===== config.mk =====
export PLATFORM = sky130hd
export DESIGN_NAME = if_prefetch_queue
export DESIGN_NICKNAME = d
export VERILOG_FILES = /design/src/rtl/if_prefetch_queue.sv
export SDC_FILE = /design/constraint.sdc
export NUM_CORES = 1
export LEC_CHECK = 0
export ABC_AREA = 1
export BUFFER_PORTS_ARGS = -buffer_cell sky130_fd_sc_hd__buf_2
export CAP_MARGIN = 20
export CORE_ASPECT_RATIO = 0.9
export CORE_MARGIN = 2
export CORE_UTILIZATION = 39
export DETAILED_ROUTE_END_ITERATION = 10
export SKIP_LAST_GASP = 1
export SLEW_MARGIN = 20
export SYNTH_ARGS = -nofsm -noshare
export SYNTH_HDL_FRONTEND = slang
export SYNTH_SLANG_ARGS = --single-unit

===== constraint.sdc =====
create_clock -name clock -period 5.02 [get_ports clock]
set_clock_uncertainty 0.1 [all_clocks]
set_input_delay 0.753 -clock clock [delete_from_list [all_inputs] [get_ports clock]]
set_output_delay 0.753 -clock clock [all_outputs]
set_load 0.03 [all_outputs]

===== src/rtl/if_prefetch_queue.sv =====
// Instruction-fetch front end: sequential PC fetch with one outstanding request and a DEPTH-entry {PC, instr} queue.
// Optional combinational response bypass on an empty queue when IF_PREFETCH_BYPASS_EN is defined.
module if_prefetch_queue #(
  parameter int              DEPTH    = 4,
  parameter int              INSTR_W  = 32,
  parameter int              PC_W     = 64,
  parameter logic [PC_W-1:0] RESET_PC = '0
) (
  input  logic                         clock,
  input  logic                         reset,
  output logic                         imem_req,
  output logic [PC_W-1:0]              imem_addr,
  input  logic                         imem_valid,
  input  logic [INSTR_W-1:0]           imem_data,
  input  logic                         redirect,
  input  logic [PC_W-1:0]              redirect_pc,
  input  logic                         deq_ready,
  output logic                         deq_valid,
  output logic [INSTR_W-1:0]           deq_instr,
  output logic [PC_W-1:0]              deq_pc,
  output logic [$clog2(DEPTH+1)-1:0]   count
);

  localparam int AW = $clog2(DEPTH);
  localparam int CW = $clog2(DEPTH+1);

  typedef enum logic [1:0] {S_ISSUE, S_WAIT, S_DROP} state_t;

  state_t               state_reg, state_next;
  logic [PC_W-1:0]      fetch_pc_reg, fetch_pc_next;
  logic [AW-1:0]        rd_ptr_reg, wr_ptr_reg;
  logic [CW-1:0]        count_reg;
  logic [INSTR_W-1:0]   instr_mem [DEPTH];
  logic [PC_W-1:0]      pc_mem [DEPTH];

  logic resp_ok, bypass_hit, push, pop, not_full;

  assign not_full = (count_reg < CW'(DEPTH));
  assign resp_ok  = (state_reg == S_WAIT) && imem_valid && !redirect && !reset;

`ifdef IF_PREFETCH_BYPASS_EN
  assign bypass_hit = resp_ok && (count_reg == '0);
`else
  assign bypass_hit = 1'b0;
`endif

  assign deq_valid = !reset && !redirect && ((count_reg != '0) || bypass_hit);
  assign pop       = deq_valid && deq_ready && (count_reg != '0);
  // A bypassed response that decode takes immediately never occupies a slot.
  assign push      = resp_ok && !(bypass_hit && deq_ready);

  assign deq_instr = bypass_hit ? imem_data    : instr_mem[rd_ptr_reg];
  assign deq_pc    = bypass_hit ? fetch_pc_reg : pc_mem[rd_ptr_reg];
  assign imem_addr = reset ? '0 : fetch_pc_reg;
  assign count     = count_reg;

  always_comb begin
    state_next    = state_reg;
    fetch_pc_next = fetch_pc_reg;
    imem_req      = 1'b0;
    if (redirect) begin
      fetch_pc_next = redirect_pc;
      // A request still in flight must be drained before the new stream starts.
      if ((state_reg != S_ISSUE) && !imem_valid) state_next = S_DROP;
      else                                       state_next = S_ISSUE;
    end else begin
      case (state_reg)
        S_ISSUE: begin
          if (not_full && !reset) begin
            imem_req   = 1'b1;
            state_next = S_WAIT;
          end
        end
        S_WAIT: begin
          if (imem_valid) begin
            fetch_pc_next = fetch_pc_reg + PC_W'(4);
            state_next    = S_ISSUE;
          end
        end
        S_DROP: begin
          if (imem_valid) state_next = S_ISSUE;
        end
        default: state_next = S_ISSUE;
      endcase
    end
  end

  always_ff @(posedge clock) begin
    if (reset) begin
      state_reg    <= S_ISSUE;
      fetch_pc_reg <= RESET_PC;
    end else begin
      state_reg    <= state_next;
      fetch_pc_reg <= fetch_pc_next;
    end
  end

  always_ff @(posedge clock) begin
    if (reset || redirect) begin
      rd_ptr_reg <= '0;
      wr_ptr_reg <= '0;
      count_reg  <= '0;
    end else begin
      if (push) wr_ptr_reg <= wr_ptr_reg + AW'(1);
      if (pop)  rd_ptr_reg <= rd_ptr_reg + AW'(1);
      case ({push, pop})
        2'b10:   count_reg <= count_reg + CW'(1);
        2'b01:   count_reg <= count_reg - CW'(1);
        default: count_reg <= count_reg;
      endcase
    end
  end

  for (genvar gi = 0; gi < DEPTH; gi++) begin : g_entry
    always_ff @(posedge clock) begin
      if (reset) begin
        instr_mem[gi] <= '0;
        pc_mem[gi]    <= '0;
      end else if (push && (wr_ptr_reg == AW'(gi))) begin
        instr_mem[gi] <= imem_data;
        pc_mem[gi]    <= fetch_pc_reg;
      end
    end
  end

endmodule


==> reports/metrics.csv, run 1 <==
metric,value,unit
status,finished clean,
power.switching,2089,uW
std_cell_rows,81,
p_int,6392,uW
numClockSinks,459,
synth_top_area_share,54.19,%
avgViaCountPerCell,5.372,
gp_congestion,0.9547,
netSwitchingFraction,24.63,%
syn_area,21280,um^2
critPathArrivalTime,3880,ps
die_h,225.6,um
fin_setup_tns,0,ps
drt-total-wl,69330,um
hp-class,in -> reg,
n_fill_cell,5305,
hp-start,redirect_pc[34],
synth_edf_count,384,
drive_above_1_share,16.28,%
crit_fanout,83,
p_total,8481,uW
syn_avg_cell_area,9.252,um^2
holdWs,291.1,ps
hold_buffers,0,
stdcell_area,24820,um^2
cp_common_cell,buf_4,
p_per_area,341.7,nW/um^2
fmax,268.2,MHz
hpwl,44580,um
cts_buffers,50,
min_period,3728,ps
antenna_found_initial,1,
crit_path_end_kind,flop,
htreeDepth,2,
r2r-start,state_reg[1],
insertion_delay,600,ps
grt_overflow_total,0,
cp_cell_sequence,"buf_2, buf_4, clkinv_1, nand2_4, buf_4",
whs_path_depth,3,
post_drt_wl_per_cell,21.25,um
cts_tree,done,
rrSetupSlack,1830,ps
post_cts_buffers,0,
dr.pass1.iters,5,
root_buffer,clkbuf_16,
yosys-top-cells-count,"728 x nor2_1, 384 x edfxtp_1, 238 x o21ai_0, 230 x nand2_1, 155 x inv_1",
core_area,54120,um^2
fin_ws,1292,ps
portBuffers,265,
power_frac_comb,7.1,%
placed_cell_area,23260,um^2
synth.most_common_cell,nor2_1,
die_w,250.2,um
worst_setup_path_start_kind,primary input,
p_leak,0.009846,uW
worst_pin_slew,1074,ps
synth_area_leader_cell,edfxtp_1,
critical_path_class,in -> reg,
clockBufferDepth,3,
maxCapViolCount,0,
p_seq_share,51.1,%
vias,17520,
pwr-share-clk,41.9,%
grt_pass1_vias,16930,
syn_nets,2410,
synth_seq_cells,459,
slowest_stage,clkinv_1,
synth_top_flop_cell,edfxtp_1,
synth.distinct_cells,39,
hold_end,fetch_pc_reg[34],
clk_pin_slew,60,ps
finalHoldViolCount,0,
cts_resized,0,
syn_inst,2300,
io_pins,266,
crit_required,5170,ps
grt_use_total,24.22,%
ys_seq_area_share,61.24,%
pre_cts_slack,664.7,ps
drv_slew,0,
slowest_delay,940,ps
synthArstFlopShare,0,%
synth_area_leaders,"edfxtp_1 54%, nor2_1 13%, dfxtp_1 7.1%",
floorplan.initialDensity,39.32,%
grt_first_pass_wirelength,103700,um
setup_viol,0,
rsz0062_at_grt,false,
largest_reg_flops,256,
area_delta_synth_final,16.64,%
drtIter0Drc,1595,
ant_nets,0,
max_slew_margin,28.38,%
peakVddDrop,0.2244,mV
rr_worst_depth,13,
synth_warnings,0,
timing.final.crit_share,74.27,%
die_area,56450,um^2
grt_max_degree,193,
drc,0,
reg2reg_to,count[1],
nNetsFinal,2625,
-- worst max-delay path, delay by kind of cell --
| kind | cells | cell delay (ps) |
|---|---|---|
| buffers and inverters | 4 | 2280 |
| AND/OR/NAND/NOR | 1 | 770 |
-- worst max-delay path by stage --
stage / cells after the start / start / slack (ps) / end
after floorplan: 8 / redirect / 750 / instr_mem[0][0]
after global placement: 5 / reset / 760 / pc_mem[3][6]
after detailed placement: 5 / reset / 660 / instr_mem[3][7]
after CTS: 5 / flop / 1270 / deq_pc[43]
after global routing: 5 / reset / 1100 / instr_mem[3][23]
final: 5 / reset / 1290 / instr_mem[3][13]
-- final cells by class --
cell class | count | area [um^2] | area share, %
Timing Repair Buffer | 293 | 1587 | 6.392
Sequential cell | 459 | 13040 | 52.54
Multi-Input combinational cell | 1552 | 7149 | 28.80
Tap cell | 705 | 882.1 | 3.554
Clock buffer | 65 | 1339 | 5.394
Clock inverter | 28 | 220.2 | 0.8872
Antenna cell | 1 | 2.502 | 0.01008
Inverter | 159 | 601.8 | 2.425
-- power by group through the flow --
stage / registers, uW / clock network, uW / logic [uW]
after floorplan: 4400 / 0 / 347
after global placement: 4410 / 0 / 595
after detailed placement: 4410 / 0 / 601
after CTS: 4330 / 3610 / 603
after global routing: 4340 / 3750 / 646
final: 4330 / 3550 / 600
-- layer usage --
metal  wire length (um)  GRT usage [%]
met4               1440          6.587
met5                  0              0
met2              32050          39.12
met1              31570          34.49
met3               4265          3.031
-- kinds of logic (layout without fill, tap and decap cells) --
kind of cell | count (synthesis) | after routing | share of synthesized area [%]
AOI/OAI and AO/OA | 431 | 431 | 11.32
xor gates and xnor gates | 1 | 1 | 0.04116
adders and majority gates | 9 | 9 | 0.5645
buffers and inverters | 289 | 545 | 5.409
DFF | 459 | 459 | 61.24
other | 0 | 1 | 0
and+or+nand+nor | 1111 | 1111 | 21.42
-- through the flow --
step | instances | util (%)
2_1_floorplan | 2300 | -
3_3_place_gp | 3168 | 42.98
3_5_place_dp | 3168 | 42.98
4_1_cts | 3261 | 45.86
5_1_grt | 3262 | 45.86
6_report | 3262 | 45.86
-- layout by cell type, fill, tap and decap left out, types with 13 or more instances in the layout --
cell type,instances
edfxtp_1,384
inv_1,153
o21ai_0,238
nand2_1,225
a21oi_1,29
nor2_1,728
o22ai_1,96
dfxtp_1,73
nand4_1,18
a22oi_1,37
clkbuf_16,51
buf_2,265
nor2_2,15
clkbuf_1,13
nand3_1,81
buf_4,24
No activity file was read; power rests on OpenSTA's default activity.
==> inputs of run 2 (changes only) <==
clock period = 3.6 ns   (was 5.02 ns; I/O delays follow)
==> run 2 against run 1 <==
Sequential power rose by 39%. Combinational power increased by 45%. Sequential share of layout area decreased by 0.79 points. Highest routed layer is now met5.
==> reports/metrics.csv, run 2 (synthesized netlist as in run 1, its figures left out) <==
metric,value,unit,change
htreeDepth,2,,unchanged
crit_required,2960,ps,-2210 ps
timing.final.crit_share,94.93,%,
rsz0062_at_grt,false,,
worst_setup_path_start_kind,flop,,
slowest_stage,dfxtp_4,,
cp_cell_sequence,"inv_2, buf_12, o21ai_0, o22ai_1, buf_2",,
gp_congestion,0.9072,,-5.0%
critical_path_class,reg -> out,,
numClockSinks,459,,unchanged
whs_path_depth,3,,unchanged
top_usage_layer,met2,,
grt_first_pass_wirelength,103000,um,-0.64%
grt_use_total,24.12,%,-0.10 points
largest_reg_flops,256,,unchanged
grt_use_met1,34.40,%,-0.088 points
max_slew_margin,35.20,%,+6.8 points
worst-path-buf-inv,3,,-1
cts_buffers,49,,-2.0%
worst_pin_slew,972.1,ps,-102.3 ps
maxCapViolCount,0,,unchanged
clockBufferDepth,3,,unchanged
grt_max_degree,97,,-50%
hpwl,44410,um,-0.39%
post_drt_wl_per_cell,21.31,um,+0.28%
floorplan.initialDensity,39.32,%,unchanged
finalHoldViolCount,0,,unchanged
root_buffer,clkbuf_16,,
grt.met3_usage,3.896,%,+0.86 points
p_seq_share,49.5,%,-1.6 points
portBuffers,265,,unchanged
hp-class,in -> reg,,
p_per_area,483.7,nW/um^2,+42%
drive_above_1_share,16.92,%,+0.64 points
cts_tree,done,,
dp.cells,3179,,+0.35%
fin_cells,3270,,+0.25%
ant_nets,0,,unchanged
crit_fanout,84,,+1.2%
die_w,250.2,um,unchanged
use_met2,38.11,%,-1.0 points
die_h,225.6,um,unchanged
drtIter0Drc,1670,,+4.7%
crit_cells,5,,unchanged
io_pins,266,,unchanged
insertion_delay,590,ps,about the same
pwr-share-clk,43.4,%,+1.5 points
power_frac_comb,7.1,%,about the same
netSwitchingFraction,24.01,%,-0.63 points
rr_worst_depth,8,,-5
nNetsFinal,2635,,+0.38%
layout_commonest_cell,nor2_1,,
peakVddDrop,0.3295,mV,+47%
p_leak,0.01004,uW,+1.9%
grt_pass1_vias,16920,,-0.053%
post_cts_buffers,0,,unchanged
cts_resized,0,,unchanged
slowest_delay,610,ps,-330 ps
fmax,292.6,MHz,
drt-total-wl,69690,um,+0.53%
drc,0,,unchanged
area_delta_synth_final,18.42,%,
diodes,0,,-1
status,finished clean,,
cpLargestDelayFamily,buffers and inverters,,
p_int,9263,uW,+45%
min_period,3417,ps,
grt_overflow_total,0,,unchanged
vias,17570,,+0.27%
drv_slew,0,,unchanged
critPathArrivalTime,2780,ps,-1100 ps
layout.cells.most_common_list,"728 x nor2_1, 384 x edfxtp_1, 265 x buf_2, 238 x o21ai_0, 225 x nand2_1",,
antenna_found_initial,4,,+3
setup_viol,0,,unchanged
std_cell_rows,81,,unchanged
clk_pin_slew,70,ps,about the same
die_area,56450,um^2,unchanged
hold_buffers,0,,unchanged
avgViaCountPerCell,5.373,,about the same
power.switching,2926,uW,+40%
fin_setup_tns,0,ps,unchanged
core_area,54120,um^2,unchanged
crit_path_end_kind,output port,,
dr.pass1.iters,5,,unchanged
[run 2: power by group through the flow]
stage	registers (uW)	logic [uW]	clock network [uW]
floorplan	6120	485	0
global placement	6140	859	0
detailed placement	6150	864	0
CTS	6030	868	5380
global route	6050	932	5580
finish	6030	869	5290
[run 2: final timing paths]
| kind | endpoint | from | slack [ps] |
|---|---|---|---|
| max reg2reg | fetch_pc_reg[15] | state_reg[1] | 1290 |
| min reg2reg | state_reg[1] | state_reg[1] | 370 |
| max | deq_pc[26] | flop | 180 |
| min | fetch_pc_reg[22] | redirect_pc[22] | 90 |
[run 2: area by class of cell]
class,instances,area [um^2]
clock buffers,64,1323
clock inverters,27,346.6
fillers,5223,28920
inverters,159,601.8
multi-input cells,1552,7149
flip-flops and latches,459,13040
well taps,705,882.1
repair buffers,304,1857
[run 2: routing by layer]
| layer | share of wire [%] | vias up |
|---|---|---|
| li1 | - | 8248 |
| met1 | 45 | 8575 |
| met3 | 7.2 | 84 |
| met5 | 0.019 | - |
| met4 | 2.2 | 2 |
| met2 | 45 | 662 |
[run 2: stage by stage]
| step | utilization [%] | hold slack, ps | total power [uW] | worst slack [ps] | instance area [um^2] |
|---|---|---|---|---|---|
| 4_1_cts | 46.56 | 51.34 | 12280 | 195.5 | 25200 |
| 5_1_grt | 46.56 | 84.20 | 12560 | 86.54 | 25200 |
| 6_report | 46.56 | 86.50 | 12190 | 182.6 | 25200 |
| 3_5_place_dp | 43.48 | 364.2 | 7010 | 843.7 | 23530 |
| 3_3_place_gp | 43.48 | 349.6 | 6999 | 855.9 | 23530 |
| 2_1_floorplan | - | 339.2 | 6610 | 489.0 | 21290 |
[run 2: worst reg2reg max path, delay by kind of cell, from the launching register on]
kind            cells  cell delay (ps)
simple gates        3              520
compound gates      1              170
buf+inv             3              930
fa+ha+maj           1              170
flops               1              330
==> inputs of run 3 (changes only) <==
CORE_ASPECT_RATIO = not set   (was 0.9)
==> run 3 against run 2 <==
Critical path depth unchanged. Sequential share of layout area is 0.25 points higher. Die area about the same. Clock power is 3% lower. Largest power group unchanged. Count of clock-buffer cells in the layout fell by 4.
==> reports/metrics.csv, run 3 (synthesized netlist as in run 1, its figures left out) <==
metric,value,unit,change
rsz0062_at_grt,false,,
antenna_found_initial,1,,-3
clockBufferDepth,3,,unchanged
root_buffer,clkbuf_16,,
hpwl,43240,um,-2.6%
grt.met3_usage,3.333,%,-0.56 points
rr_worst_depth,8,,unchanged
cts_tree,done,,
grt_max_degree,97,,unchanged
hold_buffers,0,,unchanged
status,finished clean,,
final_util,46.51,%,-0.049 points
core_area,53920,um^2,-0.37%
critPathArrivalTime,2610,ps,-170 ps
cp_cell_sequence,"inv_6, buf_4, o21ai_0, o22ai_1, buf_2",,
drt-total-wl,68610,um,-1.6%
fmax,307.4,MHz,+5.0%
htreeDepth,2,,unchanged
placed_cell_area,23460,um^2,-0.29%
reg2reg_to,fetch_pc_reg[48],,
crit_path_end_kind,output port,,
maxCapViolCount,0,,unchanged
die_h,237.6,um,+5.3%
io_pins,266,,unchanged
hp-start,redirect_pc[14],,
ant_nets,0,,unchanged
gp_congestion,0.9181,,+1.2%
dr.pass1.iters,6,,+1
timing.final.crit_share,90.37,%,-4.6 points
insertion_delay,590,ps,about the same
r2r-start,fetch_pc_reg[3],,
grt_first_pass_wirelength,102400,um,-0.60%
holdWs,89.07,ps,+2.573 ps
die_area,56450,um^2,about the same
worst_setup_path_start_kind,flop,,
layout.cells.most_common_list,"728 x nor2_1, 384 x edfxtp_1, 265 x buf_2, 238 x o21ai_0, 225 x nand2_1",,
p_leak,0.009982,uW,-0.55%
slowest_stage,buf_4,,
floorplan.initialDensity,39.47,%,+0.15 points
grt_use_total,23.87,%,-0.25 points
cts_resized,0,,unchanged
area_delta_synth_final,17.86,%,
slowest_delay,490,ps,-120 ps
grt_pass1_vias,17050,,+0.74%
cts_buffers,50,,+2.0%
min_period,3253,ps,-164.3 ps
p_total,11990,uW,-1.6%
largest_reg_flops,256,,unchanged
drtIter0Drc,1645,,-1.5%
setup_viol,0,,unchanged
worst_pin_slew,921.0,ps,-51.04 ps
drive_above_1_share,16.76,%,-0.16 points
finalHoldViolCount,0,,unchanged
hp-class,in -> reg,,
p_per_area,478.2,nW/um^2,-1.1%
n_fill_cell,5147,,-1.5%
nNetsFinal,2635,,unchanged
grt_use_met1,33.19,%,-1.2 points
max_slew_margin,38.60,%,+3.4 points
critical_path_class,reg -> out,,
fin_setup_tns,0,ps,unchanged
numClockSinks,459,,unchanged
rrSetupSlack,1170,ps,-120 ps
stdcell_area,25080,um^2,-0.47%
avgViaCountPerCell,5.421,,+0.88%
top_usage_layer,met2,,
crit_fanout,64,,-24%
std_cell_rows,85,,+4.9%
clk_pin_slew,60,ps,about the same
drv_slew,0,,unchanged
crit_required,2960,ps,about the same
post_cts_buffers,0,,unchanged
vias,17680,,+0.63%
post_drt_wl_per_cell,21.03,um,-1.3%
hold_end,fetch_pc_reg[14],,
whs_path_depth,3,,unchanged
layout_commonest_cell,nor2_1,,
grt_overflow_total,0,,unchanged
use_met2,39.28,%,+1.2 points
die_w,237.6,um,-5.0%
drc,0,,unchanged
peakVddDrop,0.2981,mV,-9.5%
portBuffers,265,,unchanged
run 3: power breakdown:
group / total [uW] / internal, uW / leakage [uW] / switching, uW
clock network: 5110 / 2970 / 0.000780 / 2140
registers: 6030 / 5940 / 0.00458 / 95.2
logic: 852 / 207 / 0.00462 / 645
total: 12000 / 9110 / 0.00998 / 2880
run 3: metrics by stage:
step | setup slack, ps | instances
3_3_place_gp | 856.5 | 3169
3_5_place_dp | 883.6 | 3169
4_1_cts | 320.3 | 3261
2_1_floorplan | 489.0 | 2300
5_1_grt | 164.2 | 3262
6_report | 346.9 | 3262
run 3: worst max-delay path by stage:
stage | startpoint | to | cells after the start
6_report | flop | deq_instr[14] | 5
5_1_grt | flop | deq_instr[14] | 5
4_1_cts | flop | deq_instr[14] | 5
3_5_place_dp | redirect | count[2] | 13
3_3_place_gp | redirect | count[2] | 13
2_1_floorplan | redirect | instr_mem[0][0] | 8
run 3: per-layer routing:
layer / vias up / routed length, um
met5: - / 0
met4: 0 / 1665
met3: 103 / 4801
met2: 674 / 32180
met1: 8647 / 29970
li1: 8258 / -
run 3: area by class of cell:
class / instances / area, um^2 / share of cell area (%)
Antenna cell: 1 / 2.502 / 0.009978
Multi-Input combinational cell: 1552 / 7149 / 28.51
Timing Repair Buffer: 303 / 1799 / 7.174
Tap cell: 696 / 870.8 / 3.472
Sequential cell: 459 / 13040 / 51.99
Inverter: 159 / 601.8 / 2.400
Clock buffer: 60 / 1320 / 5.263
Clock inverter: 32 / 296.5 / 1.182
run 3: critical path, delay by kind of cell, from the launching register on:
family / cells / cell delay (ps)
flops: 1 / 450
buf+inv: 3 / 1160
compound gates: 2 / 380
